## src/rtl/rob_pkg.sv

```systemverilog
// rob_pkg
//   Shared sizing constants and the entry record for the reorder buffer.
//   DEPTH / PREG_W / DATA_W are the defaults picked up by reorder_buffer's
//   parameters. The entry struct is sized from these constants, so a
//   build that changes the buffer geometry changes it here.
package rob_pkg;

    localparam int DEPTH  = 16;
    localparam int PREG_W = 6;
    localparam int DATA_W = 32;
    localparam int AREG_W = 5;

    // One in-flight instruction. busy marks an allocated, not yet retired
    // slot; done marks that its result has come back from a functional unit.
    typedef struct packed {
        logic              busy;
        logic              done;
        logic [AREG_W-1:0] dr;
        logic [PREG_W-1:0] drP;
        logic [PREG_W-1:0] oldP;
        logic              regwrite;
        logic [DATA_W-1:0] data;
    } robEntry_t;

endpackage

```

## src/rtl/reorder_buffer.sv

```systemverilog
// reorder_buffer
//   Circular in-order commit buffer between rename and the register file.
//   Rename allocates at the tail, functional units mark entries complete
//   out of order, and the head entry retires (one per cycle) once complete.
//   Retiring an entry also hands its previous physical mapping back to the
//   free list.
//
// Ports
//   clk, rst                 clock, asynchronous active-high reset
//   alloc_valid/alloc_ready  allocation handshake from rename
//   alloc_dr/_dr_p/_old_p    architectural dest, new and previous phys tag
//   alloc_regwrite           instruction writes a register
//   alloc_rob_num            slot index given to the presented instruction
//   cmpl_valid/_rob/_data    completion strobe, slot index, result
//   retire_valid             one-cycle commit pulse
//   retire_dr/_dr_p/_data/_regwrite  fields of the committed entry
//   free_valid/free_p        physical tag returned to the free list
//   count                    occupied entries
module reorder_buffer #(
    parameter int DEPTH  = rob_pkg::DEPTH,
    parameter int PREG_W = rob_pkg::PREG_W,
    parameter int DATA_W = rob_pkg::DATA_W,
    localparam int IDX_W = $clog2(DEPTH)
) (
    input  logic              clk,
    input  logic              rst,

    input  logic              alloc_valid,
    output logic              alloc_ready,
    input  logic [4:0]        alloc_dr,
    input  logic [PREG_W-1:0] alloc_dr_p,
    input  logic [PREG_W-1:0] alloc_old_p,
    input  logic              alloc_regwrite,
    output logic [IDX_W-1:0]  alloc_rob_num,

    input  logic              cmpl_valid,
    input  logic [IDX_W-1:0]  cmpl_rob,
    input  logic [DATA_W-1:0] cmpl_data,

    output logic              retire_valid,
    output logic [4:0]        retire_dr,
    output logic [PREG_W-1:0] retire_dr_p,
    output logic [DATA_W-1:0] retire_data,
    output logic              retire_regwrite,

    output logic              free_valid,
    output logic [PREG_W-1:0] free_p,

    output logic [IDX_W:0]    count
);
    import rob_pkg::*;

    // Pointers carry one extra wrap bit so full and empty are distinguishable
    // without a separate occupancy counter.
    logic [IDX_W:0]   headPtr;
    logic [IDX_W:0]   tailPtr;
    logic [IDX_W-1:0] headIdx;
    logic [IDX_W-1:0] tailIdx;

    robEntry_t        robMem [DEPTH];
    robEntry_t        headEntry;
    robEntry_t        newEntry;

    logic             isFull;
    logic             allocFire;
    logic             retireFire;
    logic             cmplHit;

    assign headIdx   = headPtr[IDX_W-1:0];
    assign tailIdx   = tailPtr[IDX_W-1:0];
    assign headEntry = robMem[headIdx];

    // Full comes from registered pointers only: a retire in this same cycle
    // frees a slot for the next cycle, not this one.
    assign isFull        = (headIdx == tailIdx) && (headPtr[IDX_W] != tailPtr[IDX_W]);
    assign alloc_ready   = !isFull;
    assign alloc_rob_num = tailIdx;
    assign allocFire     = alloc_valid && !isFull;

    assign retireFire = headEntry.busy && headEntry.done;

    // A completion only lands on a live entry; if the same slot is being
    // re-allocated this cycle the fresh allocation takes precedence.
    assign cmplHit = cmpl_valid && robMem[cmpl_rob].busy
                     && !(allocFire && (cmpl_rob == tailIdx));

    // Modulo 2*DEPTH subtraction falls out of the pointer width.
    assign count = tailPtr - headPtr;

    always_comb begin
        newEntry          = '0;
        newEntry.busy     = 1'b1;
        newEntry.done     = 1'b0;
        newEntry.dr       = alloc_dr;
        newEntry.drP      = alloc_dr_p;
        newEntry.oldP     = alloc_old_p;
        newEntry.regwrite = alloc_regwrite;
    end

    always_ff @(posedge clk or posedge rst) begin
        if (rst) begin
            headPtr <= '0;
            tailPtr <= '0;
        end else begin
            if (allocFire)  tailPtr <= tailPtr + 1'b1;
            if (retireFire) headPtr <= headPtr + 1'b1;
        end
    end

    // Entry array. Allocation and retire never address the same slot in one
    // cycle: the retiring head is busy, while an accepted allocation always
    // targets a free slot.
    always_ff @(posedge clk or posedge rst) begin
        if (rst) begin
            for (int i = 0; i < DEPTH; i++) robMem[i] <= '0;
        end else begin
            if (cmplHit) begin
                robMem[cmpl_rob].done <= 1'b1;
                robMem[cmpl_rob].data <= cmpl_data;
            end
            if (retireFire) robMem[headIdx].busy <= 1'b0;
            if (allocFire)  robMem[tailIdx]      <= newEntry;
        end
    end

    // Commit outputs: strobes pulse for one cycle, data fields only update
    // on a retire so consumers can keep sampling the last committed entry.
    always_ff @(posedge clk or posedge rst) begin
        if (rst) begin
            retire_valid    <= 1'b0;
            retire_dr       <= '0;
            retire_dr_p     <= '0;
            retire_data     <= '0;
            retire_regwrite <= 1'b0;
            free_valid      <= 1'b0;
            free_p          <= '0;
        end else begin
            retire_valid <= retireFire;
            free_valid   <= retireFire && headEntry.regwrite;
            if (retireFire) begin
                retire_dr       <= headEntry.dr;
                retire_dr_p     <= headEntry.drP;
                retire_data     <= headEntry.data;
                retire_regwrite <= headEntry.regwrite;
                free_p          <= headEntry.oldP;
            end
        end
    end

endmodule

```

## config.mk

```make
export PLATFORM = sky130hd
export DESIGN_NAME = reorder_buffer
export DESIGN_NICKNAME = d
export VERILOG_FILES = /design/src/rtl/rob_pkg.sv /design/src/rtl/reorder_buffer.sv
export SDC_FILE = /design/constraint.sdc
export NUM_CORES = 2
export LEC_CHECK = 0
export BUFFER_PORTS_ARGS = -buffer_cell sky130_fd_sc_hd__buf_2
export CORE_ASPECT_RATIO = 0.75
export CORE_UTILIZATION = 66
export CTS_CLUSTER_DIAMETER = 120
export DETAILED_ROUTE_END_ITERATION = 8
export PLACE_DENSITY = 0.91
export SYNTH_ARGS = -nofsm -noshare
export SYNTH_HDL_FRONTEND = slang
export SYNTH_SLANG_ARGS = --single-unit
```

## constraint.sdc

```tcl
create_clock -name clk -period 54 [get_ports clk]
set_input_delay 2.7 -clock clk [delete_from_list [all_inputs] [get_ports clk]]
set_output_delay 2.7 -clock clk [all_outputs]
set_load 0.005 [all_outputs]
```

==> impl_metrics.py <==
metrics = {
    "min_path": {
        "holdPathEnd": "robMem[726]",
        "min_from": "robMem[726]",
        "min_path_type": "reg2reg",
        "holdPathStages": 1,
    },
    "cells_and_area": {
        "layout_commonest_cell": "nand2_1",
        "post-route-util": 0.728,
        "finalNetCount": 3545,
        "final_area_um2": 47700,
        "drive_above_1_share": 0.268,
        "final_cell_mix": "nand2_1 (1052), dfrtp_1 (891), mux2i_1 (516)",
        "syn2layout_area_growth_pct": 8.34,
    },
    "yosys": {
        "synth_xor_area_frac": 0.00318,
        "synth_compound_area_frac": 0.00710,
        "netlist_area_um2": 44000,
        "synth_top_family_by_area": "multiplexers",
        "synth_cell_type_count": 46,
        "synth_edf_count": 0,
        "synthAdderAreaFrac": 0.00386,
        "synth_seq_area_share": 0.508,
        "synth_simple_gate_area_frac": 0.101,
        "synthMuxAreaShare": 0.341,
        "ys_ff_latch": 894,
        "ys.flop_type": "dfrtp_1",
        "postSynth.asyncResetShare": 1.00,
        "syn_nets": 3647,
        "synth_cells": 3576,
        "yosys_warnings": 0,
        "syn_area_per_cell_um2": 12.3,
    },
    "clock_tree": {
        "cts_sinks": 894,
        "clk_latency_ps": 660,
        "h-tree-depth": 3,
        "cts_buffers": 82,
        "cts_hold_buf": 0,
        "postCtsSetupBuffers": 0,
        "clkSlewWorstSetupHoldPaths_ps": 70,
        "cts_resized": 0,
        "root_buffer": "clkbuf_16",
        "cts_buffer_depth": 3,
        "cts_tree": "done",
    },
    "global_routing": {
        "grt_overflow_total": 0,
        "grt_max_degree": 179,
        "grt_util_all_layers": 0.356,
        "grt_pass1_vias": 31712,
        "antenna_found_initial": 7,
        "grt_pass1_wl_um": 184000,
    },
    "worst_setup_path": {
        "path_class": "reg2out",
        "worstSetupEndpointType": "primary output",
        "cp.required_ps": 51300,
        "critPathLaunch": "headPtr[0]",
        "r2r_slack_ps": 48850,
        "start_kind": "flop",
        "ff2ff_path_depth": 7,
        "arrival_ps": 3100,
        "rr_startpoint": "headPtr[0]",
        "cp_max_fo": 49,
        "timing.rr.end": "retire_data[29]",
    },
    "routing": {
        "routed_wl_um": 117000,
        "postRouteAntennaNets": 0,
        "first_pass_iters": 6,
        "drcViolationCount": 0,
        "vias": 30108,
        "wire_per_inst_um": 26.5,
        "viasPerCell": 6.82,
        "drt_iter0_drc": 3818,
    },
    "timing": {
        "setup_viol": 0,
        "maxClockFrequency_mhz": 172,
        "final.setup_skew_ps": 29.1,
        "worst_pin_slew_ps": 1330,
        "finalCritPeriodShare": 0.107,
        "rsz0062_at_grt": "no",
        "setup_tns_ps": 0,
        "max-slew-margin-rel": 0.112,
        "finalCriticalPeriod_ps": 5800,
        "hold_viol_final": 0,
        "drv_slew": 0,
    },
    "pwr": {
        "power.density_nw_per_um2": 61.1,
        "p_leak_nw": 22.4,
        "irDropWorstVdd_mv": 0.0499,
    },
    "floorplan": {
        "die_h_um": 226,
        "ioPinCount": 120,
        "rows": 81,
        "start_util": 0.672,
        "core-area_um2": 65600,
        "die_w_um": 300,
        "die_area_um2": 67800,
    },
    "place": {
        "gp_congestion": 0.861,
        "dp_hpwl_um": 62000,
        "place_area_um2": 44900,
        "port_buffers": 119,
    },
    "outcome": {
        "outcome": "finished clean",
    },
    "flow_run": {
        "max-cap-violations": 0,
    },
}
[power breakdown]
group / leakage, nW / switching [mW] / total [mW] / internal, mW
clock: 1.38 / 0.267 / 0.619 / 0.352
sequential: 11.4 / 0.207 / 1.19 / 0.980
combinational: 9.62 / 0.523 / 1.11 / 0.586
[Yosys cell counts, types with 2 or more instances]
master | n | share of area
nand2_1 | 1052 | 0.090
a21boi_0 | 3 | 0.00051
mux2i_1 | 516 | 0.12
o22ai_1 | 2 | 0.00028
and3_1 | 2 | 0.00028
buf_4 | 4 | 0.00068
nor3_2 | 9 | 0.0020
nand4_1 | 7 | 0.00099
buf_2 | 92 | 0.010
ha_1 | 12 | 0.0034
nand3b_1 | 4 | 0.00068
a31oi_1 | 6 | 0.00085
nand2b_1 | 3 | 0.00043
a21oi_1 | 2 | 0.00023
or3_1 | 4 | 0.00057
o21ai_2 | 2 | 0.00040
clkbuf_1 | 207 | 0.018
inv_1 | 11 | 0.00094
nor2_1 | 2 | 0.00017
mux2_4 | 48 | 0.016
mux4_2 | 260 | 0.13
mux2_2 | 292 | 0.075
xnor2_1 | 15 | 0.0030
buf_1 | 50 | 0.0043
nor4_4 | 3 | 0.0014
nand3_1 | 16 | 0.0018
or3b_2 | 3 | 0.00060
dfrtp_1 | 894 | 0.51
o21ai_0 | 14 | 0.0016
nor2b_1 | 4 | 0.00057
nor3b_1 | 2 | 0.00034
o21a_1 | 14 | 0.0024
buf_6 | 6 | 0.0015
nor4_2 | 2 | 0.00057
a21o_1 | 2 | 0.00034
[layout make-up]
| class | count | area [um^2] |
|---|---|---|
| diodes | 6 | 15.0 |
| flip-flops and latches | 894 | 22400 |
| multi-input cells | 2311 | 20300 |
| clock inverters | 35 | 482 |
| inverters | 12 | 55.1 |
| fillers | 3832 | 17900 |
| repair buffers | 173 | 1030 |
| well taps | 871 | 1090 |
| clock buffers | 115 | 2340 |
[per-stage QoR]
stage          cells  hold slack [ps]  setup WS, ps  power (mW)
2_1_floorplan   3576              459         26170        1.98
3_3_place_gp    4261              468         48490        2.18
3_5_place_dp    4261              477         48480        2.26
4_1_cts         4411              491         48150        2.90
5_1_grt         4415              513         48040        3.04
6_report        4417              493         48200        2.92
[routing by layer]
layer,GRT usage,vias to the layer above,share of wire
met1,0.474,15537,0.38
met4,0.175,2,0.051
li1,-,12138,-
met5,0,-,0.00011
met3,0.0800,474,0.10
met2,0.561,1957,0.47
[worst max-delay path: stages (launching register included)]
cell	delay, ps
dfrtp_4	1070
ha_1	290
inv_1	70
fa_1	400
a21o_1	200
a21oi_1	170
xnor2_1	130
buf_2	130
[cell families (layout without fill, tap and decap cells)]
family          Yosys count  count (layout)
compound gates           48              48
xor+xnor                 16              16
simple gates           1118            1118
fa+ha+maj                13              13
other cells               0               6
buf+inv                 371             335
mux                    1116            1116
flops                   894             894
[state kept, by name, indices dropped and copies added, names as in the netlist, 5 cells and up]
signal,flops
retire_data,32
retire_dr_p,6
headPtr,5
tailPtr,5
free_p,6
robMem,832
retire_dr,5
[how the worst max path moves through the flow]
stage / endpoint / slack, ps / depth (start not counted)
final: count[4] / 48200 / 7
after global placement: headPtr[0] / 48490 / 4
after CTS: count[4] / 48150 / 7
after global routing: count[4] / 48040 / 7
after detailed placement: headPtr[0] / 48480 / 4
after floorplan: free_p[0] / 26170 / 1
Power figures use the tool's default switching activity.
